### src/rtl/master_control.sv
// Master-side handshake controller: latches a value on send, shows notice,
// then runs a request/ack/valid handshake with a 2-flop synchronized ack and timeout.
module master_control #(
  parameter int unsigned NOTICE_CYCLES  = 100_000_000,
  parameter int unsigned TIMEOUT_CYCLES = 500_000_000
) (
  input  logic       clk,
  input  logic       rst,
  input  logic       send,
  input  logic [2:0] data_to_send,
  input  logic       ack,
  output logic       request,
  output logic       valid,
  output logic [2:0] data_out,
  output logic       notice,
  output logic       error
);

  localparam int unsigned MAXC = (NOTICE_CYCLES > TIMEOUT_CYCLES) ? NOTICE_CYCLES : TIMEOUT_CYCLES;
  localparam int unsigned CW   = (MAXC > 1) ? $clog2(MAXC) : 1;

  typedef enum logic [1:0] {
    S_IDLE,
    S_NOTICE,
    S_WAIT_ACK,
    S_SEND_DATA
  } state_t;

  state_t          state_q;
  logic [CW-1:0]   cnt_q;
  logic [2:0]      data_reg_q;
  logic [2:0]      data_out_q;
  logic            ack_s1_q, ack_s2_q;
  logic            request_q, valid_q, notice_q, error_q;

  // The counter holds the number of cycles already spent in the state, so the
  // terminal compare is against N-1 to give exactly N cycles of notice/request.
  always_ff @(posedge clk) begin
    if (rst) begin
      state_q    <= S_IDLE;
      cnt_q      <= '0;
      data_reg_q <= '0;
      data_out_q <= '0;
      ack_s1_q   <= 1'b0;
      ack_s2_q   <= 1'b0;
      request_q  <= 1'b0;
      valid_q    <= 1'b0;
      notice_q   <= 1'b0;
      error_q    <= 1'b0;
    end else begin
      ack_s1_q <= ack;
      ack_s2_q <= ack_s1_q;
      case (state_q)
        S_IDLE: begin
          request_q <= 1'b0;
          valid_q   <= 1'b0;
          notice_q  <= 1'b0;
          cnt_q     <= '0;
          if (send) begin
            data_reg_q <= data_to_send;
            error_q    <= 1'b0;
            notice_q   <= 1'b1;
            state_q    <= S_NOTICE;
          end
        end
        S_NOTICE: begin
          if (cnt_q == CW'(NOTICE_CYCLES - 1)) begin
            notice_q  <= 1'b0;
            request_q <= 1'b1;
            cnt_q     <= '0;
            state_q   <= S_WAIT_ACK;
          end else begin
            cnt_q <= cnt_q + CW'(1);
          end
        end
        S_WAIT_ACK: begin
          if (ack_s2_q) begin
            request_q  <= 1'b0;
            data_out_q <= data_reg_q;
            valid_q    <= 1'b1;
            cnt_q      <= '0;
            state_q    <= S_SEND_DATA;
          end else if (cnt_q == CW'(TIMEOUT_CYCLES - 1)) begin
            request_q <= 1'b0;
            error_q   <= 1'b1;
            cnt_q     <= '0;
            state_q   <= S_IDLE;
          end else begin
            cnt_q <= cnt_q + CW'(1);
          end
        end
        S_SEND_DATA: begin
          cnt_q <= '0;
          if (!ack_s2_q) begin
            valid_q <= 1'b0;
            state_q <= S_IDLE;
          end
        end
        default: begin
          cnt_q   <= '0;
          state_q <= S_IDLE;
        end
      endcase
    end
  end

  assign request  = request_q;
  assign valid    = valid_q;
  assign data_out = data_out_q;
  assign notice   = notice_q;
  assign error    = error_q;

endmodule

### config.mk
export PLATFORM = sky130hd
export DESIGN_NAME = master_control
export DESIGN_NICKNAME = d
export VERILOG_FILES = /design/src/rtl/master_control.sv
export SDC_FILE = /design/constraint.sdc
export NUM_CORES = 1
export LEC_CHECK = 0
export ABC_AREA = 1
export ABC_CLOCK_PERIOD_IN_PS = 2400
export BUFFER_PORTS_ARGS = -buffer_cell sky130_fd_sc_hd__buf_2
export CAP_MARGIN = 10
export CORE_ASPECT_RATIO = 1.75
export CORE_MARGIN = 2
export CORE_UTILIZATION = 50
export DETAILED_ROUTE_END_ITERATION = 16
export GPL_TIMING_DRIVEN = 0
export PLACE_DENSITY = 0.68
export SYNTH_ARGS = -nofsm -noshare
export SYNTH_HDL_FRONTEND = slang
export SYNTH_SLANG_ARGS = --single-unit
### constraint.sdc
create_clock -name clk -period 2.4 [get_ports clk]
set_input_delay 0.12 -clock clk [delete_from_list [all_inputs] [get_ports clk]]
set_output_delay 0.12 -clock clk [all_outputs]
set_load 0.02 [all_outputs]
==> run metrics <==
top post-synthesis cells by area dfxtp_1 (40%), nor2_1 (15%), nand2_1 (10%); utilization after layout 57.3%; DIE HEIGHT 91.0 um; Comb pwr share 24.0%; PwrDens 703 mW/mm2; ratio of cells with drive above 1 in the final layout 9.44%; drt drc 0; CTS tree yes; # rows 31; Routed WL 4780 um; Hold WC Path Type in2reg; initial antenna violation count 0; sequential share of power 48.9%; Yosys top cell by area dfxtp_1; CTS Buf Count 5; Internal Power 1.12 mW; Die W 53.7 um; Final Cycle Share 77.2%; endpoints failing setup 0; first-pass GRT wire length 8020 um; Post-synth ARST share 0%; Final #Nets 346; Mapped Area 0.00216 mm2; CTS root buffer clkbuf_8; Net Switching 552 uW; post-CTS setup buffer count 0; DRT antenna net count 0; Pre-Repair DR Iteration Count 4; ys flop type dfxtp_1; CTS resizes 0; syn_area_per_cell 6.81 um2; fin crit period 1.85 ns; outcome finished clean; GRT Util Overall 22.2%; Synth Area in Compound Gates 2.77%; library cells used by synthesis 21; clock network fraction of design power 27.1%; Max Clock Skew 0.00672 ns; Worst setup EP type flop; final slew viol count 0; Core Box Area 0.00415 mm2; HPWL Detailed 3780 um; total grt overflow 0; num ports 14; largest family of logic cells by synthesized area simple AND/OR/NAND/NOR gates; worst IR drop on VDD 0.516 mV; Clock Tree Buf Depth 2; Req. time, crit path 2.59 ns; slew margin rel. 74.0%; Die Area 0.00489 mm2; Syn Nets 326; MaxCap Viol Count 0; R2R Path Start cnt_q[0]$_SDFF_PP0_; RSZ-0062 raised after global routing no; max frequency 0.540 GHz; simple-gate share of the synthesized area 39.5%; PortBufs 13; initial DRC count 43; WHS 0.0227 ns; sequential-to-total area share from yosys stat 39.8%; worst-skew pair later-pin latency 0.29 ns; CTS clk-pin slew, worst paths 0.08 ns; sw frac 33.0%; register bit total from synthesis 43; ANT cells 0; most frequent cell after synthesis nor2_1; arrival time at the worst endpoint 2.04 ns; post-synthesis xor/xnor area fraction 9.31%; Final Wtd Congestion 0.956; Worst Tran Pin Value 0.388 ns; initial core utilization 52.2%; CP Launch Type flop; EDFF count, synth 0; CTS Sinks 43; maximum number of pins on one net before global-route repair 14; Yosys Warn Count 0; Synth-to-Final Area Change 9.77%; final-report hold violation count 0; Worst Path Max Fanout 10; vias in the first global route 1845; Synth top area share 39.8%; TNS Setup 0 ns; # hold bufs at CTS 0; Cells after Synth 318; Hold Crit Start ack; Worst Setup SP cnt_q[0]$_SDFF_PP0_; mux cell area share after synthesis 0%; routed len/inst 12.3 um; critical path type reg2reg; leakage power 0.857 nW; CTS H-tree depth 2; most frequent cells after synthesis nor2_1 (88), nand2_1 (60), dfxtp_1 (43); Post-Synth Adder-Cell Area 0.578%; vias 1946; vias per cell 5.02
[cell families after synthesis]
family                   after synthesis
AND/OR/NAND/NOR                      198
buffers and inverters                 41
adder cells (fa/ha/maj)                1
AO/OA/AOI/OAI                         12
flip-flops                            43
XOR/XNOR                              23
[worst max-delay path, cell delays in order, from the launching register on]
cell	delay, ns
dfxtp_1	0.38
ha_1	0.20
nand2_1	0.09
nor2_2	0.21
nand2_2	0.12
nor2_1	0.11
nand2_1	0.06
nand2_1	0.10
nand2_2	0.08
nand2_2	0.07
buf_6	0.15
buf_8	0.14
nor2_1	0.04
[cell type report]
type | instances | area, um2
plain buffers | 4 | 35.0
multi-input cells | 234 | 1130
flip-flops and latches | 43 | 861
inverters | 37 | 139
repair buffers | 13 | 65.1
well taps | 49 | 61.3
clock buffers | 6 | 72.6
fillers | 413 | 1770
clock inverters | 2 | 12.5
[worst paths after layout]
check             cells past startpoint  slack [ns]                   to
setup / recovery                     12        0.55  cnt_q[0]$_SDFF_PP0_
hold / removal                        3        0.02  ack_s1_q$_SDFF_PP0_
setup reg to reg                     12        0.55  cnt_q[0]$_SDFF_PP0_
hold reg to reg                       2        0.41  ack_s2_q$_SDFF_PP0_
[state kept, by name, summed over array words and instances (netlist names)]
register    flops
valid           1
request         1
state_q         2
notice          1
error           1
cnt_q          29
data_out        3
ack_s2_q        1
ack_s1_q        1
data_reg_q      3
[per-layer routing]
metal  vias to the layer above  routed length [um]  track usage (%)
met4                         0                 184             11.5
met1                       874                1880             22.2
li1                       1031                   -                -
met5                         -                   0                0
met2                        31                2610             40.8
met3                        10                 102             3.13
[cells in the final DEF (no fill, tap or decap), types with 3 or more instances in the layout]
master    Yosys  routed
a21oi_1       4       4
buf_2         1      14
clkbuf_8      0       5
dfxtp_1      43      43
inv_1        37      37
nand2_1      60      60
nand2_2       4       4
nand3_1      13      13
nand4_1      13      13
nor2_1       88      88
nor2_2        3       3
nor3_1        9       9
nor3b_1       6       6
o21ai_0       8       8
xnor2_1       5       5
xor2_1       18      18
[metrics by stage]
step           setup WS, ns  area [um2]  instances  power (mW)
3_3_place_gp          0.553        2290        380        1.23
6_report              0.547        2380        388        1.67
3_5_place_dp          0.542        2290        380        1.24
5_1_grt               0.307        2380        388        1.76
4_1_cts               0.531        2380        388        1.69
2_1_floorplan         0.794        2160        318        1.13
[power by group through the flow]
stage	combinational [mW]	clock, mW	sequential [mW]
2_1_floorplan	0.283	0	0.850
5_1_grt	0.451	0.487	0.825
4_1_cts	0.405	0.471	0.817
3_3_place_gp	0.401	0	0.832
6_report	0.402	0.453	0.817
3_5_place_dp	0.404	0	0.833
Power figures use the tool's default switching activity.
